`config.mk`:
```
export PLATFORM = sky130hd
export DESIGN_NAME = mem_port_arbiter_flat
export DESIGN_NICKNAME = d
export VERILOG_FILES = /design/src/rtl/mem_port_arbiter_if.sv /design/src/rtl/mem_port_arbiter.sv /design/src/flat_wrapper.sv
export SDC_FILE = /design/constraint.sdc
export NUM_CORES = 1
export LEC_CHECK = 0
export ABC_AREA = 1
export BUFFER_PORTS_ARGS = -buffer_cell sky130_fd_sc_hd__clkbuf_2
export CAP_MARGIN = 0
export CORE_MARGIN = 1.5
export CORE_UTILIZATION = 45
export DETAILED_ROUTE_END_ITERATION = 8
export PLACE_DENSITY_LB_ADDON = 0.08
export SYNTH_ARGS = -nofsm -noshare
export SYNTH_HDL_FRONTEND = slang
export SYNTH_SLANG_ARGS = --single-unit
```
`constraint.sdc`:
```
create_clock -name clk_i -period 4.3 [get_ports clk_i]
set_clock_uncertainty 0.2 [all_clocks]
set_input_delay 0.43 -clock clk_i [delete_from_list [all_inputs] [get_ports clk_i]]
set_output_delay 0.43 -clock clk_i [all_outputs]
set_load 0.05 [all_outputs]
```
`src/rtl/mem_port_arbiter_if.sv`:
```
// Handshake bundle between the two requesters, the memory and mem_port_arbiter.
// The arbiter takes the slave view; the environment driving requests/acks takes the master view.
interface mem_port_arbiter_if;
    logic req0_i;
    logic req1_i;
    logic mem_ack_i;
    logic sel_o;
    logic mem_en_o;
    logic gnt0_o;
    logic gnt1_o;
    logic done0_o;
    logic done1_o;
    logic err_o;
    logic busy_o;

    modport slave (
        input  req0_i, req1_i, mem_ack_i,
        output sel_o, mem_en_o, gnt0_o, gnt1_o, done0_o, done1_o, err_o, busy_o
    );

    modport master (
        output req0_i, req1_i, mem_ack_i,
        input  sel_o, mem_en_o, gnt0_o, gnt1_o, done0_o, done1_o, err_o, busy_o
    );
endinterface

```
`src/rtl/mem_port_arbiter.sv`:
```
// Two-port (fetch/data) arbiter for a single-ported memory with an ack watchdog.
// Define MEM_ARB_RR_EN for round-robin arbitration; default build uses fixed data-port priority.
module mem_port_arbiter #(
    parameter int unsigned TIMEOUT = 16,
    parameter int unsigned CNT_W   = 8
) (
    input  logic               clk_i,
    input  logic               rst_i,
    mem_port_arbiter_if.slave  bus
);

    typedef enum logic [1:0] {
        IDLE  = 2'd0,
        BUSY0 = 2'd1,
        BUSY1 = 2'd2
    } state_t;

    state_t           state, state_nx;
    logic [CNT_W-1:0] wait_cnt, wait_cnt_nx;
    logic             last_gnt, last_gnt_nx;
    logic             sel_q, sel_nx;
    logic             gnt0_q, gnt0_nx;
    logic             gnt1_q, gnt1_nx;
    logic             mem_en_q, mem_en_nx;
    logic             done0_q, done0_nx;
    logic             done1_q, done1_nx;
    logic             err_q, err_nx;
    logic             pick;
    logic             timeout_hit;

    assign timeout_hit = (wait_cnt == CNT_W'(TIMEOUT - 1));

    // pick=1 selects port 1
`ifdef MEM_ARB_RR_EN
    always_comb begin
        pick = 1'b0;
        if (bus.req0_i && bus.req1_i)
            pick = ~last_gnt;
        else
            pick = bus.req1_i;
    end
`else
    always_comb begin
        pick = bus.req1_i;
    end
`endif

    always_ff @(posedge clk_i or negedge rst_i) begin
        if (!rst_i) begin
            state    <= IDLE;
            wait_cnt <= '0;
            last_gnt <= 1'b1;
            sel_q    <= 1'b0;
            gnt0_q   <= 1'b0;
            gnt1_q   <= 1'b0;
            mem_en_q <= 1'b0;
            done0_q  <= 1'b0;
            done1_q  <= 1'b0;
            err_q    <= 1'b0;
        end else begin
            state    <= state_nx;
            wait_cnt <= wait_cnt_nx;
            last_gnt <= last_gnt_nx;
            sel_q    <= sel_nx;
            gnt0_q   <= gnt0_nx;
            gnt1_q   <= gnt1_nx;
            mem_en_q <= mem_en_nx;
            done0_q  <= done0_nx;
            done1_q  <= done1_nx;
            err_q    <= err_nx;
        end
    end

    always_comb begin
        state_nx    = state;
        wait_cnt_nx = wait_cnt;
        last_gnt_nx = last_gnt;
        sel_nx      = sel_q;
        gnt0_nx     = gnt0_q;
        gnt1_nx     = gnt1_q;
        done0_nx    = 1'b0;
        done1_nx    = 1'b0;
        err_nx      = 1'b0;

        case (state)
            IDLE: begin
                if (bus.req0_i || bus.req1_i) begin
                    state_nx    = pick ? BUSY1 : BUSY0;
                    sel_nx      = pick;
                    gnt0_nx     = ~pick;
                    gnt1_nx     = pick;
                    wait_cnt_nx = '0;
                end
            end
            BUSY0, BUSY1: begin
                // ack is checked first so it wins over a coincident timeout
                if (bus.mem_ack_i || timeout_hit) begin
                    done0_nx    = bus.mem_ack_i && (state == BUSY0);
                    done1_nx    = bus.mem_ack_i && (state == BUSY1);
                    err_nx      = ~bus.mem_ack_i;
                    state_nx    = IDLE;
                    gnt0_nx     = 1'b0;
                    gnt1_nx     = 1'b0;
                    wait_cnt_nx = '0;
                    last_gnt_nx = (state == BUSY1);
                end else begin
                    wait_cnt_nx = wait_cnt + CNT_W'(1);
                end
            end
            default: begin
                state_nx    = IDLE;
                gnt0_nx     = 1'b0;
                gnt1_nx     = 1'b0;
                wait_cnt_nx = '0;
            end
        endcase

        mem_en_nx = gnt0_nx | gnt1_nx;
    end

    assign bus.sel_o    = sel_q;
    assign bus.gnt0_o   = gnt0_q;
    assign bus.gnt1_o   = gnt1_q;
    assign bus.mem_en_o = mem_en_q;
    assign bus.busy_o   = mem_en_q;
    assign bus.done0_o  = done0_q;
    assign bus.done1_o  = done1_q;
    assign bus.err_o    = err_q;

endmodule

```
`src/flat_wrapper.sv`:
```
// flat-port wrapper written by rule: the top's interface ports become plain ports
module mem_port_arbiter_flat 
#(
    parameter int unsigned TIMEOUT = 16,
    parameter int unsigned CNT_W   = 8
)
  (clk_i, rst_i, bus_req0_i, bus_req1_i, bus_mem_ack_i, bus_sel_o, bus_mem_en_o, bus_gnt0_o, bus_gnt1_o, bus_done0_o, bus_done1_o, bus_err_o, bus_busy_o);
  mem_port_arbiter_if bus_i ();
  input  logic clk_i;
  input  logic rst_i;
  input wire logic [$bits(bus_i.req0_i)-1:0] bus_req0_i;
  input wire logic [$bits(bus_i.req1_i)-1:0] bus_req1_i;
  input wire logic [$bits(bus_i.mem_ack_i)-1:0] bus_mem_ack_i;
  output wire logic [$bits(bus_i.sel_o)-1:0] bus_sel_o;
  output wire logic [$bits(bus_i.mem_en_o)-1:0] bus_mem_en_o;
  output wire logic [$bits(bus_i.gnt0_o)-1:0] bus_gnt0_o;
  output wire logic [$bits(bus_i.gnt1_o)-1:0] bus_gnt1_o;
  output wire logic [$bits(bus_i.done0_o)-1:0] bus_done0_o;
  output wire logic [$bits(bus_i.done1_o)-1:0] bus_done1_o;
  output wire logic [$bits(bus_i.err_o)-1:0] bus_err_o;
  output wire logic [$bits(bus_i.busy_o)-1:0] bus_busy_o;
  assign bus_i.req0_i = bus_req0_i;
  assign bus_i.req1_i = bus_req1_i;
  assign bus_i.mem_ack_i = bus_mem_ack_i;
  assign bus_sel_o = bus_i.sel_o;
  assign bus_mem_en_o = bus_i.mem_en_o;
  assign bus_gnt0_o = bus_i.gnt0_o;
  assign bus_gnt1_o = bus_i.gnt1_o;
  assign bus_done0_o = bus_i.done0_o;
  assign bus_done1_o = bus_i.done1_o;
  assign bus_err_o = bus_i.err_o;
  assign bus_busy_o = bus_i.busy_o;
  mem_port_arbiter #(.TIMEOUT(TIMEOUT), .CNT_W(CNT_W)) u_core (.clk_i(clk_i), .rst_i(rst_i), .bus(bus_i));
endmodule
```
=== After elaboration in Yosys (flattened, before gate mapping) ===
Index checks and enable logic that the tools add are counted.

* Bits in registers: 17
* Input port bits: 5
* Output and inout bits: 8
* Word-level logic and storage cells: 45

* $add $sub $neg: 1
* Multiplexer cells: 19
* Bitwise gates (word level): 3
* Reductions and logical operators: 8
* Eq/ne operators: 5

{| class="wikitable"
|+ Operator list
! kind !! number
|-
| 8-bit 2-to-1 mux || 2
|-
| 8-bit one-hot mux with 2 select lines || 1
|-
| 1-bit 2-to-1 mux || 10
|-
| 8-bit by 1-bit adder with 8-bit output (second input constant) || 1
|-
| 8-bit by 4-bit equality test with 1-bit output (second input constant) || 1
|-
| 2-bit 2-to-1 mux || 3
|-
| 2-bit by 1-bit inequality test with 1-bit output (second input constant) || 2
|-
| 1-bit one-hot mux with 2 select lines || 2
|-
| 2-bit one-hot mux with 2 select lines || 1
|-
| 2-bit AND reduction || 2
|-
| 2-bit by 1-bit equality test with 1-bit output (second input constant) || 1
|-
| 2-bit equality test (second input constant) || 1
|-
| 1-bit logical AND || 2
|-
| 2-bit zero test || 1
|-
| 1-bit logical OR || 2
|-
| 1-bit inverter || 2
|-
| 2-bit OR reduction || 1
|-
| 1-bit bitwise OR || 1
|}

=== Depth between registers and ports, before layout ===
Gate-level depths: netlist (run 1).

* Word-level depth: 5
* Gate-level depth with buffers: 8
* Mapped depth without buffers: 8

=== Least setup slack after synthesis (run 1) ===
Ideal clock, no wire load.

* Path type: register to output
* Start point: reg u_core.mem_en_q, in the netlist u_core.bus.busy_o
* End point: out bus_mem_en_o
* Slack: 2784 ps
* Buffers on the path: 1
* Arrival time: 886 ps
* Required time: 3670 ps
* Stages on the path, launching flop included: 2
* Cell sequence: dfrtp_1 -> buf_4

{| class="wikitable"
|+ RTL lines
! element !! RTL line !! source
|-
| start: declaration || mem_port_arbiter.sv:24 || <nowiki>logic mem_en_q, mem_en_nx;</nowiki>
|-
| start signal: assignment || mem_port_arbiter.sv:67 || <nowiki>mem_en_q <= mem_en_nx;</nowiki>
|-
| end: declaration || flat_wrapper.sv:15 || <nowiki>output wire logic [$bits(bus_i.mem_en_o)-1:0] bus_mem_en_o;</nowiki>
|}

No word-level cell between the ends.

=== Worst setup path in the final report (run 1) ===
* Start point: reg u_core.state[1]
* End point: reg u_core.wait_cnt[5]

* Longest elaborated chain between the ends: 3
* Elaborated cells between the ends (all ways): 6
* Classes of those cells: eq/ne: 3; mux: 1; reduce/logical: 2

{| class="wikitable"
|+ Ends and longest elaborated chain
! element !! RTL line !! source
|-
| start: declaration || mem_port_arbiter.sv:18 || <nowiki>state_t state, state_nx;</nowiki>
|-
| start signal: assignment || mem_port_arbiter.sv:61 || <nowiki>state <= state_nx;</nowiki>
|-
| 2-bit equality test / 2-bit by 1-bit equality test with 1-bit output (equally long branches) || mem_port_arbiter.sv:85 || <nowiki>case (state)</nowiki>
|-
| 2-bit OR reduction || mem_port_arbiter.sv:85 ||
|-
| 8-bit one-hot mux with 2 select lines || mem_port_arbiter.sv:85 ||
|-
| end signal: assignment || mem_port_arbiter.sv:62 || <nowiki>wait_cnt <= wait_cnt_nx;</nowiki>
|-
| end: declaration || mem_port_arbiter.sv:19 || <nowiki>logic [CNT_W-1:0] wait_cnt, wait_cnt_nx;</nowiki>
|}

Several ways; a longest one is shown, not always the timed one.
A chain may end at the register's enable or synchronous reset.

==> results_dict.tcl, run 1 <==
set metrics [dict create \
    cts_max_level 1 \
    initial_core_util 0.498 \
    critPathCaptureType "flop" \
    clk_pin_slew_ns 0.10 \
    grt.overflow.total 0 \
    cts_resized 0 \
    ys_ff_latch 17 \
    die_h_um 47.4 \
    grt_antenna_before_repair 0 \
    reg2reg_slack_ns 2.66 \
    insertion_delay_ns 0.28 \
    p_switching_w 0.000251 \
    netlist_area_um2 888 \
    setup_tns_ns 0 \
    clock_path_buffers 2 \
    worst-r2r-cell-count 8 \
    r2r_end "u_core.wait_cnt[5]" \
    swShare 0.462 \
    fp.dieW_um 47.4 \
    place_hpwl_um 1070 \
    num_vias 655 \
    timing.final.crit_share 0.382 \
    diodes 0 \
    final_hold_viol_count 0 \
    final_common_cell "nand2_1" \
    required_ns 4.32 \
    relSlewSlack 0.716 \
    grt_pass1_vias 614 \
    place_area_um2 972 \
    p_clk_frac 0.153 \
    p_leak_nw 0.547 \
    pwr-share-comb 0.457 \
    yosys_warnings 0 \
    syn_area_per_cell_um2 8.54 \
    hp-start "bus_mem_ack_i" \
    ys_seq_area_frac 0.479 \
    finalMaxSlewViolations 0 \
    first_pass_iters 4 \
    r2r_start "u_core.state[1]" \
    min_path_cells 2 \
    seqPwrFrac 0.390 \
    wirelength_um 1440 \
    rsz0062_at_grt "no" \
    pin_count 13 \
    areaGrowthSynthToFinish_pct 13.5 \
    grt_usage 0.158 \
    ant_nets 0 \
    cts_tree "built" \
    numCtsBuffers 3 \
    min_to "u_core.bus.err_o" \
    clock-sinks 17 \
    syn_inst 104 \
    vdd_drop_max_mv 0.430 \
    synth_cell_type_count 20 \
    portBuffers 12 \
    wire_per_inst_um 9.91 \
    post-route-drc-count 0 \
    start_kind "flop" \
    grt_max_degree 18 \
    status "finished clean" \
    timing.fmax_mhz 609 \
    row_count 15 \
    p_per_area_nw_per_um2 539 \
    pre_cts_slack_ns 2.64 \
    core_area_um2 1780 \
    final_cell_mix "31 x nand2_1, 17 x dfrtp_1, 14 x inv_1, 12 x nor2_1, 12 x clkbuf_2" \
    post-route-min-period_ns 1.64 \
    drv_cap 0 \
    crit_type "reg -> reg" \
    p_int_w 0.000293 \
    tightest_slew_ns 0.425 \
    drive_above_1_share 0.217 \
    hp-class "in -> reg" \
    dp_cells 140 \
    total_power_w 0.000544 \
    syn-num-nets 114 \
    grt_pass1_wl_um 2520 \
    die-area_um2 2250 \
    final_cell_area_um2 1010 \
    nets 131 \
    crit_arrival_ns 1.66 \
    critPathMaxFanout 8 \
    finalNonFillerCells 145 \
    viasPerCell 4.52 \
    place_congestion 0.741 \
    setup_viol 0 \
    clock-root-buffer "clkbuf_4" \
    setup_ws_ns 2.66 \
    drt_first_iter_violations 11 \
]
[routing by layer]
layer  GRT usage  share of wire  wire length (um)  vias to the layer above
met1       0.224           0.51               735                      295
met2       0.249           0.45               646                       10
met5           0              0                 0                        -
li1            -              -                 -                      348
met3      0.0340          0.027                39                        2
met4      0.0333          0.010                15                        0
[worst max-delay path, stage by stage (launching register included)]
cell	delay (ns)
dfrtp_1	0.41
inv_1	0.08
ha_1	0.27
inv_1	0.06
nor2_1	0.18
nand2_4	0.11
nand2_4	0.12
nand2_1	0.06
nor2_1	0.09
[power groups by stage]
stage / sequential [W] / combinational (W) / clock, W
2_1_floorplan: 0.000273 / 0.000143 / 0
3_3_place_gp: 0.000214 / 0.000250 / 0
3_5_place_dp: 0.000216 / 0.000252 / 0
4_1_cts: 0.000212 / 0.000253 / 0.0000874
5_1_grt: 0.000216 / 0.000279 / 0.0000946
6_report: 0.000212 / 0.000248 / 0.0000834
[cell type report]
cell class,count,area (um2)
fill,170,774
timing repair buffer,13,70.1
clock buffer,4,26.3
sequential,17,425
multi-input combinational,71,399
tap,25,31.3
inverter,15,56.3
[cell families after synthesis]
group / share of synthesized area
and+or+nand+nor: 0.293
DFF: 0.479
AOI/OAI and AO/OA: 0.0563
xor gates and xnor gates: 0.0296
adders and majority gates: 0.0704
buffers and inverters: 0.0718
[state kept, by name (all words and copies together) (netlist names)]
signal,flops
u_core.bus.gnt1_o,1
u_core.bus.gnt0_o,1
u_core.bus.sel_o,1
u_core.bus.busy_o,1
u_core.bus.done1_o,1
u_core.wait_cnt,8
u_core.state,2
u_core.bus.err_o,1
u_core.bus.done0_o,1
[timing repair]
item	4_1_cts	5_1_grt
buffers inserted	0	0
hold buffers	1	0
endpoints found under the hold margin	17	0
[how the worst max path moves through the flow]
stage                                 start                 end  slack [ns]  cells after the start
after global routing        u_core.state[0]  u_core.wait_cnt[7]        2.51                      8
after CTS                   u_core.state[0]  u_core.wait_cnt[5]        2.63                      8
final                       u_core.state[1]  u_core.wait_cnt[5]        2.66                      8
after floorplan           u_core.bus.busy_o        bus_mem_en_o        2.78                      1
after global placement      u_core.state[1]  u_core.wait_cnt[5]        2.69                      8
after detailed placement    u_core.state[0]  u_core.wait_cnt[5]        2.64                      8
[per-stage QoR]
stage	utilization	hold slack, ns
after floorplan	-	-0.0656
after global placement	0.545	0.190
after detailed placement	0.545	0.189
after CTS	0.566	0.145
after global routing	0.566	0.162
final	0.566	0.156
[cells in the mapped netlist]
cell     count  share of area
nand3_1      2          0.011
o21a_1       1         0.0085
inv_1       14          0.059
nand2_1     31           0.13
xnor2_1      1         0.0099
nor2_2       1         0.0070
a21oi_1      4          0.023
dfrtp_1     17           0.48
nor2_1      12          0.051
o21ai_1      1         0.0056
o21ai_2      2          0.020
nor3_1       2          0.011
nand2_4      3          0.038
nand2_2      1         0.0070
xor2_1       2          0.020
nand3_2      1          0.011
ha_1         5          0.070
nor2_4       2          0.025
buf_4        1         0.0085
inv_2        1         0.0042
Power figures use the tool's default switching activity.
==> run 2: changes to the inputs <==
- ABC_AREA: 1 -> 0
- clock period: 4.3 -> 1.5 ns (I/O delays scaled with it)
==> results_dict.tcl, run 2 <==
set metrics [dict create \
    seqCellArea_um2 425 \
    setup_viol 13 \
    critPathCaptureType "flop" \
    p_per_area_nw_per_um2 1620 \
    crit_arrival_ns 1.69 \
    nets 140 \
    syn_inst 91 \
    setup_tns_ns -1.98 \
    die_h_um 48.2 \
    grt_pass1_wl_um 3550 \
    fp.dieW_um 48.2 \
    relSlewSlack 0.700 \
    insertion_delay_ns 0.29 \
    row_count 16 \
    tightest_slew_ns 0.449 \
    timing.fmax_mhz 587 \
    hp-start "bus_req1_i" \
    worst-r2r-cell-count 3 \
    wire_per_inst_um 14.5 \
    synth_cell_type_count 35 \
    post-route-min-period_ns 1.70 \
    cts_max_level 1 \
    syn-num-nets 101 \
    finalMaxSlewViolations 0 \
    violations "setup timing" \
    num_vias 851 \
    drt_first_iter_violations 15 \
    min_to "u_core.bus.sel_o" \
    grt_max_degree 18 \
    postLayoutCoreUtil 0.678 \
    synth_ff_type "dfrtp_1" \
    yosys_warnings 0 \
    critPathMaxFanout 8 \
    r2r_start "u_core.wait_cnt[5]" \
    postSynth.asyncResetShare 1.00 \
    required_ns 1.49 \
    grt_pass1_vias 815 \
    synth_commonest_cells "17 x dfrtp_1, 9 x nand2_1, 7 x o21ai_0" \
    synth_top_area_cell "dfrtp_1" \
    reg2reg_slack_ns -0.20 \
    ys_seq_area_frac 0.463 \
    pre_cts_slack_ns -0.237 \
    place_hpwl_um 1510 \
    drv_cap 0 \
    cp_slowest_cell "or4_4" \
    grt_usage 0.224 \
    worstPathCellList "or4_4 > o21a_1 > o211a_1" \
    max_flop_register "u_core.wait_cnt" \
    synthMostInstantiatedCell "dfrtp_1" \
    core_area_um2 1940 \
    status "finished with violations" \
    drive_above_1_share 0.465 \
    largest_reg_flops 8 \
    timing.final.crit_share 1.14 \
    final_hold_viol_count 0 \
    die-area_um2 2320 \
    areaGrowthSynthToFinish_pct 43.3 \
    cts_tree "built" \
    place_congestion 0.835 \
    netlist_area_um2 920 \
    biggestRegsByFlops "u_core.wait_cnt: 8 flops, u_core.state: 2 flops" \
    diodes 0 \
    start_kind "flop" \
    synth_top_area_frac 0.463 \
    clock_path_buffers 2 \
    syn_area_per_cell_um2 10.1 \
    initial_core_util 0.474 \
    nFillCells 168 \
    hp-class "in -> reg" \
    post-route-drc-count 0 \
    max_stage_delay_ns 0.59 \
    setup_ws_ns -0.204 \
    pin_count 13 \
    grt_antenna_before_repair 0 \
    portBuffers 12 \
    clk_pin_slew_ns 0.10 \
    grt.overflow.total 0 \
    viasPerCell 5.46 \
    r2r_end "u_core.state[0]" \
    final_common_cell "buf_4" \
    synth_enable_flop_cells 0 \
    numCtsBuffers 3 \
    ys_ff_latch 17 \
    p_leak_nw 0.626 \
    crit_type "reg -> reg" \
    wirelength_um 2260 \
    clock-root-buffer "clkbuf_4" \
    synth_area_leaders "dfrtp_1 46%, ha_1 6.8%, o211ai_1 4.1%, o21ai_0 3.8%, nand2_1 3.7%" \
    vdd_drop_max_mv 1.18 \
    min_path_cells 3 \
    first_pass_iters 4 \
    multi_input_area_um2 544 \
    ant_nets 0 \
    clock-sinks 17 \
    total_power_w 0.00213 \
    final_cell_mix "22 x buf_4, 17 x dfrtp_1, 12 x clkbuf_2, 8 x nand2_1, 5 x o211ai_1" \
    rsz0062_at_grt "yes" \
]
==> run 2: cell count changes in the layout (fill, tap and decap cells not counted), moves of 3 or more <==
cell      before  now
nand2_1       31    8
buf_4          0   22
inv_1         14    0
nor2_1        12    0
o211ai_1       0    5
o21ai_0        0    4
buf_6          0    3
nand2_4        3    0
==> run 2: timing repair <==
action,CTS,global route
endpoints found under the hold margin,19,0
pin swaps,9,8
endpoints found under the setup margin,13,13
gates cloned,1,0
buffers inserted,6,0
resized for setup,14,6
hold buffers,2,0
==> run 2: critical path, delay by kind of cell (launching register included) <==
family | cells | cell delay, ns
AOI/OAI and AO/OA | 2 | 0.41
DFF | 1 | 0.41
and+or+nand+nor | 1 | 0.59
==> run 2: how the worst max path moves through the flow <==
stage / startpoint / endpoint / slack (ns) / cells past startpoint
after global placement: u_core.state[1] / u_core.wait_cnt[5] / -0.24 / 5
after CTS: u_core.state[0] / u_core.wait_cnt[7] / -0.21 / 5
after detailed placement: u_core.state[1] / u_core.wait_cnt[7] / -0.24 / 5
after floorplan: u_core.wait_cnt[5] / u_core.state[0] / -0.22 / 4
after global routing: u_core.wait_cnt[4] / u_core.wait_cnt[3] / -0.26 / 3
final: u_core.wait_cnt[5] / u_core.state[0] / -0.20 / 3
==> run 2: metrics by stage <==
stage                     instances  area (um2)  hold slack [ns]
final                           156        1320           0.0581
after detailed placement        143        1130          -0.0842
after floorplan                  91         951           -0.346
after global routing            156        1320           0.0728
after global placement          143        1130          -0.0910
after CTS                       156        1290           0.0400
==> run 2: cell type report <==
cell class                 count  share of cell area
clock buffer                   3              0.0171
clock inverter                 1             0.00380
inverter                       2             0.00570
multi-input combinational     67               0.413
sequential                    17               0.323
tap                           27              0.0256
timing repair buffer          39               0.212
==> run 2: per-layer routing <==
metal  routed length [um]  global-route usage  up-vias
met5                    0                   0        -
met4                   12              0.0973        0
met3                   41              0.0333        2
met2                 1210               0.350       12
met1                  998               0.307      417
li1                     -                   -      420
==> run 2: kinds of logic after synthesis <==
logic type	count (synthesis)	synth area share
compound gates	29	0.215
flops	17	0.463
simple gates	32	0.208
fa+ha+maj	5	0.0680
buf+inv	8	0.0463
==> run 2: power by group <==
| part | switching [W] | total (W) | internal [W] |
|---|---|---|---|
| combinational | 0.000709 | 0.00126 | 0.000547 |
| clock | 0.000148 | 0.000247 | 0.0000990 |
| sequential | 0.0000692 | 0.000629 | 0.000560 |
